==> src/rtl/hex_display_scanner.sv <==
// Time-multiplexed seven-segment scanner for a common-anode bank with
// frame-aligned value updates, leading-zero suppression and sign placement.
module hex_display_scanner #(
    parameter int DIGITS       = 4,
    parameter int PRESCALE     = 50000,
    parameter int BLANK_CYCLES = 500
) (
    input  logic                  clk,
    input  logic                  rst_n,
    input  logic                  load,
    input  logic [4*DIGITS-1:0]   value,
    input  logic                  neg,
    output logic [6:0]            seg,
    output logic [DIGITS-1:0]     an,
    output logic                  frame_done,
    output logic                  sign_lost
);

    localparam int CNT_MAX = (PRESCALE > BLANK_CYCLES) ? PRESCALE : BLANK_CYCLES;
    localparam int CW      = $clog2(CNT_MAX + 1);
    localparam int IW      = $clog2(DIGITS);

    typedef enum logic [0:0] {
        SHOW  = 1'b0,
        BLANK = 1'b1
    } state_t;

    function automatic logic [6:0] hex_to_seg(input logic [3:0] nib);
        logic [6:0] pat;
        case (nib)
            4'h0:    pat = 7'b0000001;
            4'h1:    pat = 7'b1001111;
            4'h2:    pat = 7'b0010010;
            4'h3:    pat = 7'b0000110;
            4'h4:    pat = 7'b1001100;
            4'h5:    pat = 7'b0100100;
            4'h6:    pat = 7'b0100000;
            4'h7:    pat = 7'b0001111;
            4'h8:    pat = 7'b0000000;
            4'h9:    pat = 7'b0000100;
            4'hA:    pat = 7'b0001000;
            4'hB:    pat = 7'b1100000;
            4'hC:    pat = 7'b0110001;
            4'hD:    pat = 7'b1000010;
            4'hE:    pat = 7'b0110000;
            4'hF:    pat = 7'b0111000;
            default: pat = 7'h7F;
        endcase
        return pat;
    endfunction

    state_t                state_r, state_nx_s;
    logic [IW-1:0]         idx_r, idx_nx_s;
    logic [CW-1:0]         cnt_r, cnt_nx_s;
    logic                  advance_s;
    logic                  boundary_s;

    logic [4*DIGITS-1:0]   shadow_val_r;
    logic                  shadow_neg_r;
    logic                  pending_r;
    logic [4*DIGITS-1:0]   disp_val_r, disp_val_nx_s;
    logic                  disp_neg_r, disp_neg_nx_s;

    logic [DIGITS-1:0]     supp_s;
    logic [DIGITS-1:0]     lowest_s;
    logic [6:0]            pat_s [DIGITS];
    logic [6:0]            seg_s;
    logic [DIGITS-1:0]     an_s;
    logic                  sign_lost_s;

    logic [6:0]            seg_r;
    logic [DIGITS-1:0]     an_r;
    logic                  frame_done_r;
    logic                  sign_lost_r;

    // Scan FSM state, digit index and phase counter
    always_ff @(posedge clk or negedge rst_n) begin
        if (!rst_n) begin
            state_r <= SHOW;
            idx_r   <= '0;
            cnt_r   <= '0;
        end else begin
            state_r <= state_nx_s;
            idx_r   <= idx_nx_s;
            cnt_r   <= cnt_nx_s;
        end
    end

    // Next-state: a zero-length blank phase skips straight to the next digit
    always_comb begin
        state_nx_s = state_r;
        idx_nx_s   = idx_r;
        cnt_nx_s   = cnt_r + CW'(1);
        advance_s  = 1'b0;
        case (state_r)
            SHOW: begin
                if (cnt_r == CW'(PRESCALE - 1)) begin
                    cnt_nx_s = '0;
                    if (BLANK_CYCLES == 0) begin
                        advance_s = 1'b1;
                    end else begin
                        state_nx_s = BLANK;
                    end
                end else begin
                    state_nx_s = SHOW;
                end
            end
            BLANK: begin
                if (cnt_r == CW'(BLANK_CYCLES - 1)) begin
                    cnt_nx_s   = '0;
                    state_nx_s = SHOW;
                    advance_s  = 1'b1;
                end else begin
                    state_nx_s = BLANK;
                end
            end
            default: begin
                state_nx_s = SHOW;
                cnt_nx_s   = '0;
            end
        endcase
        boundary_s = advance_s && (idx_r == IW'(DIGITS - 1));
        if (advance_s) begin
            idx_nx_s = boundary_s ? '0 : idx_r + IW'(1);
        end else begin
            idx_nx_s = idx_r;
        end
    end

    assign disp_val_nx_s = (boundary_s && pending_r) ? shadow_val_r : disp_val_r;
    assign disp_neg_nx_s = (boundary_s && pending_r) ? shadow_neg_r : disp_neg_r;

    // Shadow capture and frame-aligned transfer; a load on the boundary stays pending
    always_ff @(posedge clk or negedge rst_n) begin
        if (!rst_n) begin
            shadow_val_r <= '0;
            shadow_neg_r <= 1'b0;
            pending_r    <= 1'b0;
            disp_val_r   <= '0;
            disp_neg_r   <= 1'b0;
        end else begin
            disp_val_r <= disp_val_nx_s;
            disp_neg_r <= disp_neg_nx_s;
            if (load) begin
                shadow_val_r <= value;
                shadow_neg_r <= neg;
                pending_r    <= 1'b1;
            end else if (boundary_s) begin
                pending_r    <= 1'b0;
            end else begin
                pending_r    <= pending_r;
            end
        end
    end

    // Leading-zero suppression mask; digit 0 is always shown
    always_comb begin : suppress_blk
        logic all_zero;
        all_zero = 1'b1;
        supp_s   = '0;
        for (int i = DIGITS - 1; i >= 1; i--) begin
            all_zero  = all_zero & (disp_val_r[4*i +: 4] == 4'h0);
            supp_s[i] = all_zero;
        end
    end

    // The mask is monotonic upward, so its lowest set bit is where the sign goes
    assign lowest_s    = supp_s & ~{supp_s[DIGITS-2:0], 1'b0};
    assign sign_lost_s = disp_neg_nx_s && (disp_val_nx_s[4*DIGITS-1 -: 4] != 4'h0);

    // Per-digit content
    always_comb begin
        for (int i = 0; i < DIGITS; i++) begin
            if (!supp_s[i]) begin
                pat_s[i] = hex_to_seg(disp_val_r[4*i +: 4]);
            end else if (disp_neg_r && lowest_s[i]) begin
                pat_s[i] = 7'b1111110;
            end else begin
                pat_s[i] = 7'h7F;
            end
        end
    end

    // Phase-dependent drive values
    always_comb begin
        an_s  = '1;
        seg_s = 7'h7F;
        case (state_r)
            SHOW: begin
                an_s  = ~(DIGITS'(1) << idx_r);
                seg_s = pat_s[idx_r];
            end
            BLANK: begin
                an_s  = '1;
                seg_s = 7'h7F;
            end
            default: begin
                an_s  = '1;
                seg_s = 7'h7F;
            end
        endcase
    end

    // Output registers
    always_ff @(posedge clk or negedge rst_n) begin
        if (!rst_n) begin
            seg_r        <= 7'h7F;
            an_r         <= '1;
            frame_done_r <= 1'b0;
            sign_lost_r  <= 1'b0;
        end else begin
            seg_r        <= seg_s;
            an_r         <= an_s;
            frame_done_r <= boundary_s;
            sign_lost_r  <= sign_lost_s;
        end
    end

    assign seg        = seg_r;
    assign an         = an_r;
    assign frame_done = frame_done_r;
    assign sign_lost  = sign_lost_r;

endmodule

==> config.mk <==
export PLATFORM = sky130hd
export DESIGN_NAME = hex_display_scanner
export DESIGN_NICKNAME = d
export VERILOG_FILES = /design/src/rtl/hex_display_scanner.sv
export SDC_FILE = /design/constraint.sdc
export NUM_CORES = 1
export LEC_CHECK = 0
export BUFFER_PORTS_ARGS = -buffer_cell sky130_fd_sc_hd__buf_2
export CAP_MARGIN = 20
export CORE_ASPECT_RATIO = 1.25
export CORE_MARGIN = 3
export CORE_UTILIZATION = 65
export DETAILED_ROUTE_END_ITERATION = 6
export PLACE_DENSITY = 0.89
export SYNTH_ARGS = -nofsm -noshare
export SYNTH_HDL_FRONTEND = slang
export SYNTH_SLANG_ARGS = --single-unit
==> constraint.sdc <==
create_clock -name clk -period 6.62 [get_ports clk]
set_input_delay 0.993 -clock clk [delete_from_list [all_inputs] [get_ports clk]]
set_output_delay 0.993 -clock clk [all_outputs]
set_load 0.05 [all_outputs]
# --- Word level (Yosys, flattened, before mapping) ---
# Memory sizes are Yosys's and may differ from the RTL's.
# Index checks and enable logic that the tools add are counted.
word_totals:
  out_inout_bits: 13
  mem_count: 4
  mem_bits_ro: 448
  elab_cells: 66
  ff_bits: 67
op_classes:
  n_eq_ne: 3
  n_reduce_logical: 11
  shifts: 1
  bitwise_logic: 7
  muxes: 24
  order_cmp: 1
  addsub: 2
mem_list:
  columns: ["memory", "depth", "word_bits", "rd", "rd_clocked_by_memory_dff", "wr", "line", "source"]
  rows:
  - ["(name not given)", 16, 7, 1, 0, 0, "30", "case (nib)"]
  - ["(name not given)", 16, 7, 1, 0, 0, "30", null]
  - ["(name not given)", 16, 7, 1, 0, 0, "30", null]
  - ["(name not given)", 16, 7, 1, 0, 0, "30", null]
op_table:
  columns: ["cell", "n"]
  rows:
  - ["16-bit 2-to-1 mux", 3]
  - ["7-bit 2-to-1 mux", 5]
  - ["16-bit case mux with 2 select lines", 1]
  - ["16-bit by 1-bit adder with 16-bit output (second input constant)", 1]
  - ["16-bit equality test (second input constant)", 1]
  - ["16-bit by 9-bit equality test with 1-bit output (second input constant)", 1]
  - ["7-bit binary-select mux with 2-bit select", 1]
  - ["7-bit case mux with 2 select lines", 1]
  - ["4-bit logical NOT", 3]
  - ["1-bit 2-to-1 mux", 10]
  - ["4-bit NOT", 2]
  - ["4-bit case mux with 2 select lines", 1]
  - ["1-bit logical AND", 6]
  - ["4-bit bitwise AND", 1]
  - ["4-bit nonzero test", 1]
  - ["1-bit by 2-bit left shift with 4-bit output (first input constant)", 1]
  - ["3-bit greater-or-equal comparator (second input constant)", 1]
  - ["2-bit NOT with 3-bit output", 1]
  - ["2-bit by 1-bit adder with 2-bit output (second input constant)", 1]
  - ["1-bit bitwise AND", 2]
  - ["2-bit equality test (second input constant)", 1]
  - ["2-bit 2-to-1 mux", 1]
  - ["1-bit case mux with 2 select lines", 1]
  - ["2-bit nonzero test", 1]
  - ["1-bit NOT", 1]

# --- Longest topological paths before layout ---
depth:
  depth_word: 12
  ltp_mapped: 8
  ltp_nobuf: 7

# --- Least setup slack after synthesis ---
# OpenSTA, ideal clock, no wires.
synth_timing:
  kind: "register to register"
  from: "reg cnt_r[0]"
  to: "reg disp_neg_r"
  path_buffers: 1
  setup_time_ps: 125
  period_less_slack_ps: 2210
  path_stages_with_launch: 8
  setup_slack_ps: 4410
  arrival_ps: 2085
  cell_sequence: "dfrtp_1 -> ha_1 -> or4b_1 -> nor3_2 -> nand4_4 -> nor2_8 -> buf_12 -> mux2_4"
synth_via:
  elab_chain_len: 6
synth_lines:
  columns: ["item", "line", "source"]
  rows:
  - ["start, declared", "54", "logic [CW-1:0] cnt_r, cnt_nx_s;"]
  - ["start signal, assigned", "85", "cnt_r <= cnt_nx_s;"]
  - ["16-bit by 9-bit equality test with 1-bit output", "109", "if (cnt_r == CW'(BLANK_CYCLES - 1)) begin"]
  - ["1-bit 2-to-1 mux", "109", null]
  - ["1-bit 2-to-1 mux", "95", "case (state_r)"]
  - ["1-bit logical AND", "122", "boundary_s = advance_s && (idx_r == IW'(DIGITS - 1));"]
  - ["1-bit logical AND", "131", "assign disp_neg_nx_s = (boundary_s && pending_r) ? shadow_neg_r : disp_neg_r;"]
  - ["1-bit 2-to-1 mux", "131", null]
  - ["named net disp_neg_nx_s", "62", "logic disp_neg_r, disp_neg_nx_s;"]
  - ["end signal, assigned", "143", "disp_neg_r <= disp_neg_nx_s;"]
  - ["end, declared", "62", null]
# The timed path passes the listed nets, and every way through them passes these cells.
# A chain may end at the register's enable or synchronous reset.

# --- Worst setup path after layout ---
layout_timing:
  from: "reg cnt_r[0]"
  to: "reg disp_val_r[3]"
layout_via:
  elab_chain_len: 5
layout_lines:
  columns: ["item", "line", "source"]
  rows:
  - ["16-bit by 9-bit equality test with 1-bit output", "109", null]
  - ["1-bit 2-to-1 mux", "109", null]
  - ["1-bit 2-to-1 mux", "95", null]
  - ["1-bit logical AND", "122", null]
  - ["1-bit logical AND", "130", "assign disp_val_nx_s = (boundary_s && pending_r) ? shadow_val_r : disp_val_r;"]
  - ["end signal, assigned", "142", "disp_val_r <= disp_val_nx_s;"]
  - ["end, declared", "61", "logic [4*DIGITS-1:0] disp_val_r, disp_val_nx_s;"]
# Every way passes these cells.

==> results.py <==
metrics = {
    "cts": {
        "cts_root_buf": "clkbuf_8",
        "cts_sinks": 67,
        "cts_resized": 0,
        "cts_hold_buf": 0,
        "cts_setup_buffers": 0,
        "cts_htree_levels": 3,
        "clockBufferDepth": 2,
        "cts-buffers-inserted": 9,
        "cts_tree": "yes",
        "clkSlewWorstSetupHoldPaths_ps": 70,
        "clkLatencyLatePin_ps": 350,
    },
    "floorplanning": {
        "die_h_um": 92.91,
        "die_w_um": 75.53,
        "coreArea_mm2": 0.005818,
        "dieArea_mm2": 0.007017,
        "start_util": 0.6751,
        "pin_count": 33,
        "rows": 31,
    },
    "synth": {
        "ys.flop_type": "dfrtp_1",
        "synth_top_area_share": 0.3568,
        "syn-cell-area_mm2": 0.003928,
        "synth_cells": 364,
        "syn-num-nets": 413,
        "ys_seq_area_frac": 0.4304,
        "async_flop_share": 1.000,
        "synth_cell_types": 52,
        "yosys.area.top_type": "dfrtp_1",
        "synth_edf_count": 0,
        "ys_ff_latch": 67,
        "syn_area_per_cell_um2": 10.79,
        "synth-warning-count": 0,
        "synth_top_cells_by_area": "dfrtp_1 (36%), ha_1 (9.2%), mux2_2 (8.0%)",
    },
    "finish": {
        "layout.nets": 440,
        "drive_gt1_frac": 0.2551,
        "syn_to_final_growth_pct": 8.506,
        "fin_cells": 462,
        "final_cell_area_mm2": 0.004262,
        "num_antenna_cells": 0,
        "finalCoreUtilization": 0.7325,
        "layout_common_cells": "dfrtp_1 (56), buf_2 (32), ha_1 (29)",
        "layout_commonest_cell": "dfrtp_1",
    },
    "setup_path": {
        "cp.required_ps": 6850,
        "slowest_stage": "or4b_1",
        "arrival_ps": 2690,
        "critPathLaunch": "cnt_r[0]",
        "crit_type": "register to register",
        "reg2reg_from": "cnt_r[0]",
        "timing.critical_path.to_type": "register",
        "start_kind": "register",
        "cp_cell_sequence": "ha_1, or4b_1, nor3_2, nand4_4, nor2_8, mux2_2",
        "cp_max_fo": 18,
        "max_stage_delay_ps": 460,
    },
    "power": {
        "cellPowerDensity_mw_per_mm2": 175.2,
        "leakage_nw": 1.933,
        "peakVddDrop_mv": 0.1172,
    },
    "placed_design": {
        "place_area_mm2": 0.004098,
        "dp_hpwl_um": 5355,
        "place.gp.congestion": 0.8627,
        "dp_cells": 446,
        "port_buffers": 32,
    },
    "global_routing": {
        "grt_start_max_net_pins": 68,
        "grt_pass1_vias": 2844,
        "grt_pass1_wl_um": 12950,
        "grt_overflow": 0,
        "gr-usage-all-layers": 0.2431,
        "antenna_found_initial": 0,
    },
    "sta": {
        "final.period_utilization": 0.3719,
        "relSlewSlack": 0.4674,
        "clock_skew_ps": 10.37,
        "tns_ps": 0,
        "hold_viol_final": 0,
        "rsz0062_at_grt": "false",
        "tightest_slew_ps": 791.6,
        "final_max_slew_viol_count": 0,
        "period_minus_slack_ps": 2462,
        "fmax_mhz": 406.2,
        "finalSetupViolations": 0,
        "holdWs_ps": 482.7,
    },
    "routing": {
        "dr.pass1.iters": 5,
        "wl_um": 7673,
        "drc": 0,
        "routedWlPerCell_um": 16.61,
        "drt-vias-per-instance": 6.175,
        "vias": 2853,
        "drtIter0Drc": 311,
        "ant_nets": 0,
    },
    "job": {
        "maxCapViolCount": 0,
    },
    "hold_path": {
        "hold_path_class": "register to register",
        "min-delay-start": "pending_r",
    },
    "run_status": {
        "status": "completed",
    },
}
[metal layers]
layer / part of all wire / up-vias / GRT usage
li1: - / 1364 / -
met3: 0.041 / 21 / 0.06406
met2: 0.52 / 91 / 0.4013
met5: 0 / - / 0
met4: 0.027 / 0 / 0.09913
met1: 0.41 / 1377 / 0.2948
[cells by family after synthesis]
logic type | after synthesis | synth area share
AOI/OAI and AO/OA | 65 | 0.1163
muxes | 48 | 0.1523
DFF | 67 | 0.4304
xor gates and xnor gates | 14 | 0.03122
and+or+nand+nor | 102 | 0.1360
adders and majority gates | 29 | 0.09239
buffers and inverters | 39 | 0.04142
[final timing paths]
kind / cells past startpoint / endpoint / slack (ps)
min in group asynchronous: 2 / shadow_val_r[4] / 810
hold / removal: 1 / pending_r / 480
hold reg to reg: 1 / pending_r / 480
setup / recovery: 6 / disp_val_r[3] / 4160
max in group asynchronous: 2 / shadow_val_r[9] / 5270
setup reg to reg: 6 / disp_val_r[3] / 4160
[sequential cells by signal, indices dropped and copies added, names as in the netlist]
name and cells:
an 4, cnt_r 16, disp_neg_r 1, disp_val_r 16, frame_done 1, idx_r 2
pending_r 1, seg 7, shadow_neg_r 1, shadow_val_r 16, sign_lost 1, state_r 1
[Yosys cell counts (3+ instances only)]
master    instances
dfrtp_1          56
mux4_2            3
o21ai_0          15
mux2_2           28
a311o_1           4
nor2_1           28
inv_1            22
xor2_1            4
nor3_1            8
dfstp_2          11
a221oi_1          4
mux2_4            9
xnor2_1          10
nand2b_1          6
nor2b_1           4
a31oi_1           4
a21oi_1           8
nand3_1          14
nand4_1           4
o211ai_1          9
mux2i_1           8
o31ai_1           3
nand2_1          22
ha_1             29
clkbuf_1         16
[worst max-delay path, delay by kind of cell, from the launching register on]
family,cells,cell delay (ps)
adders and majority gates,1,250
DFF,1,410
muxes,1,400
and+or+nand+nor,4,1300
[through the flow]
| step | worst slack (ps) | power (mW) |
|---|---|---|
| after floorplan | 4410 | 0.4448 |
| after global placement | 4280 | 0.4604 |
| after detailed placement | 4192 | 0.4622 |
| after CTS | 4164 | 0.7540 |
| after global routing | 4014 | 0.7735 |
| final | 4158 | 0.7466 |
[report_power, final]
group	total [mW]	switching [mW]	internal, mW
logic	0.0272	0.0132	0.0139
clock network	0.293	0.148	0.145
registers	0.426	0.00634	0.420
[area by class of cell]
| type | count | area [um^2] |
|---|---|---|
| multi-input cells | 258 | 2074 |
| fillers | 395 | 1556 |
| well taps | 66 | 82.58 |
| repair buffers | 33 | 167.7 |
| inverters | 22 | 82.58 |
| clock inverters | 3 | 15.01 |
| flip-flops and latches | 67 | 1690 |
| clock buffers | 13 | 148.9 |
Note: power is estimated with default switching activity, not from simulation.
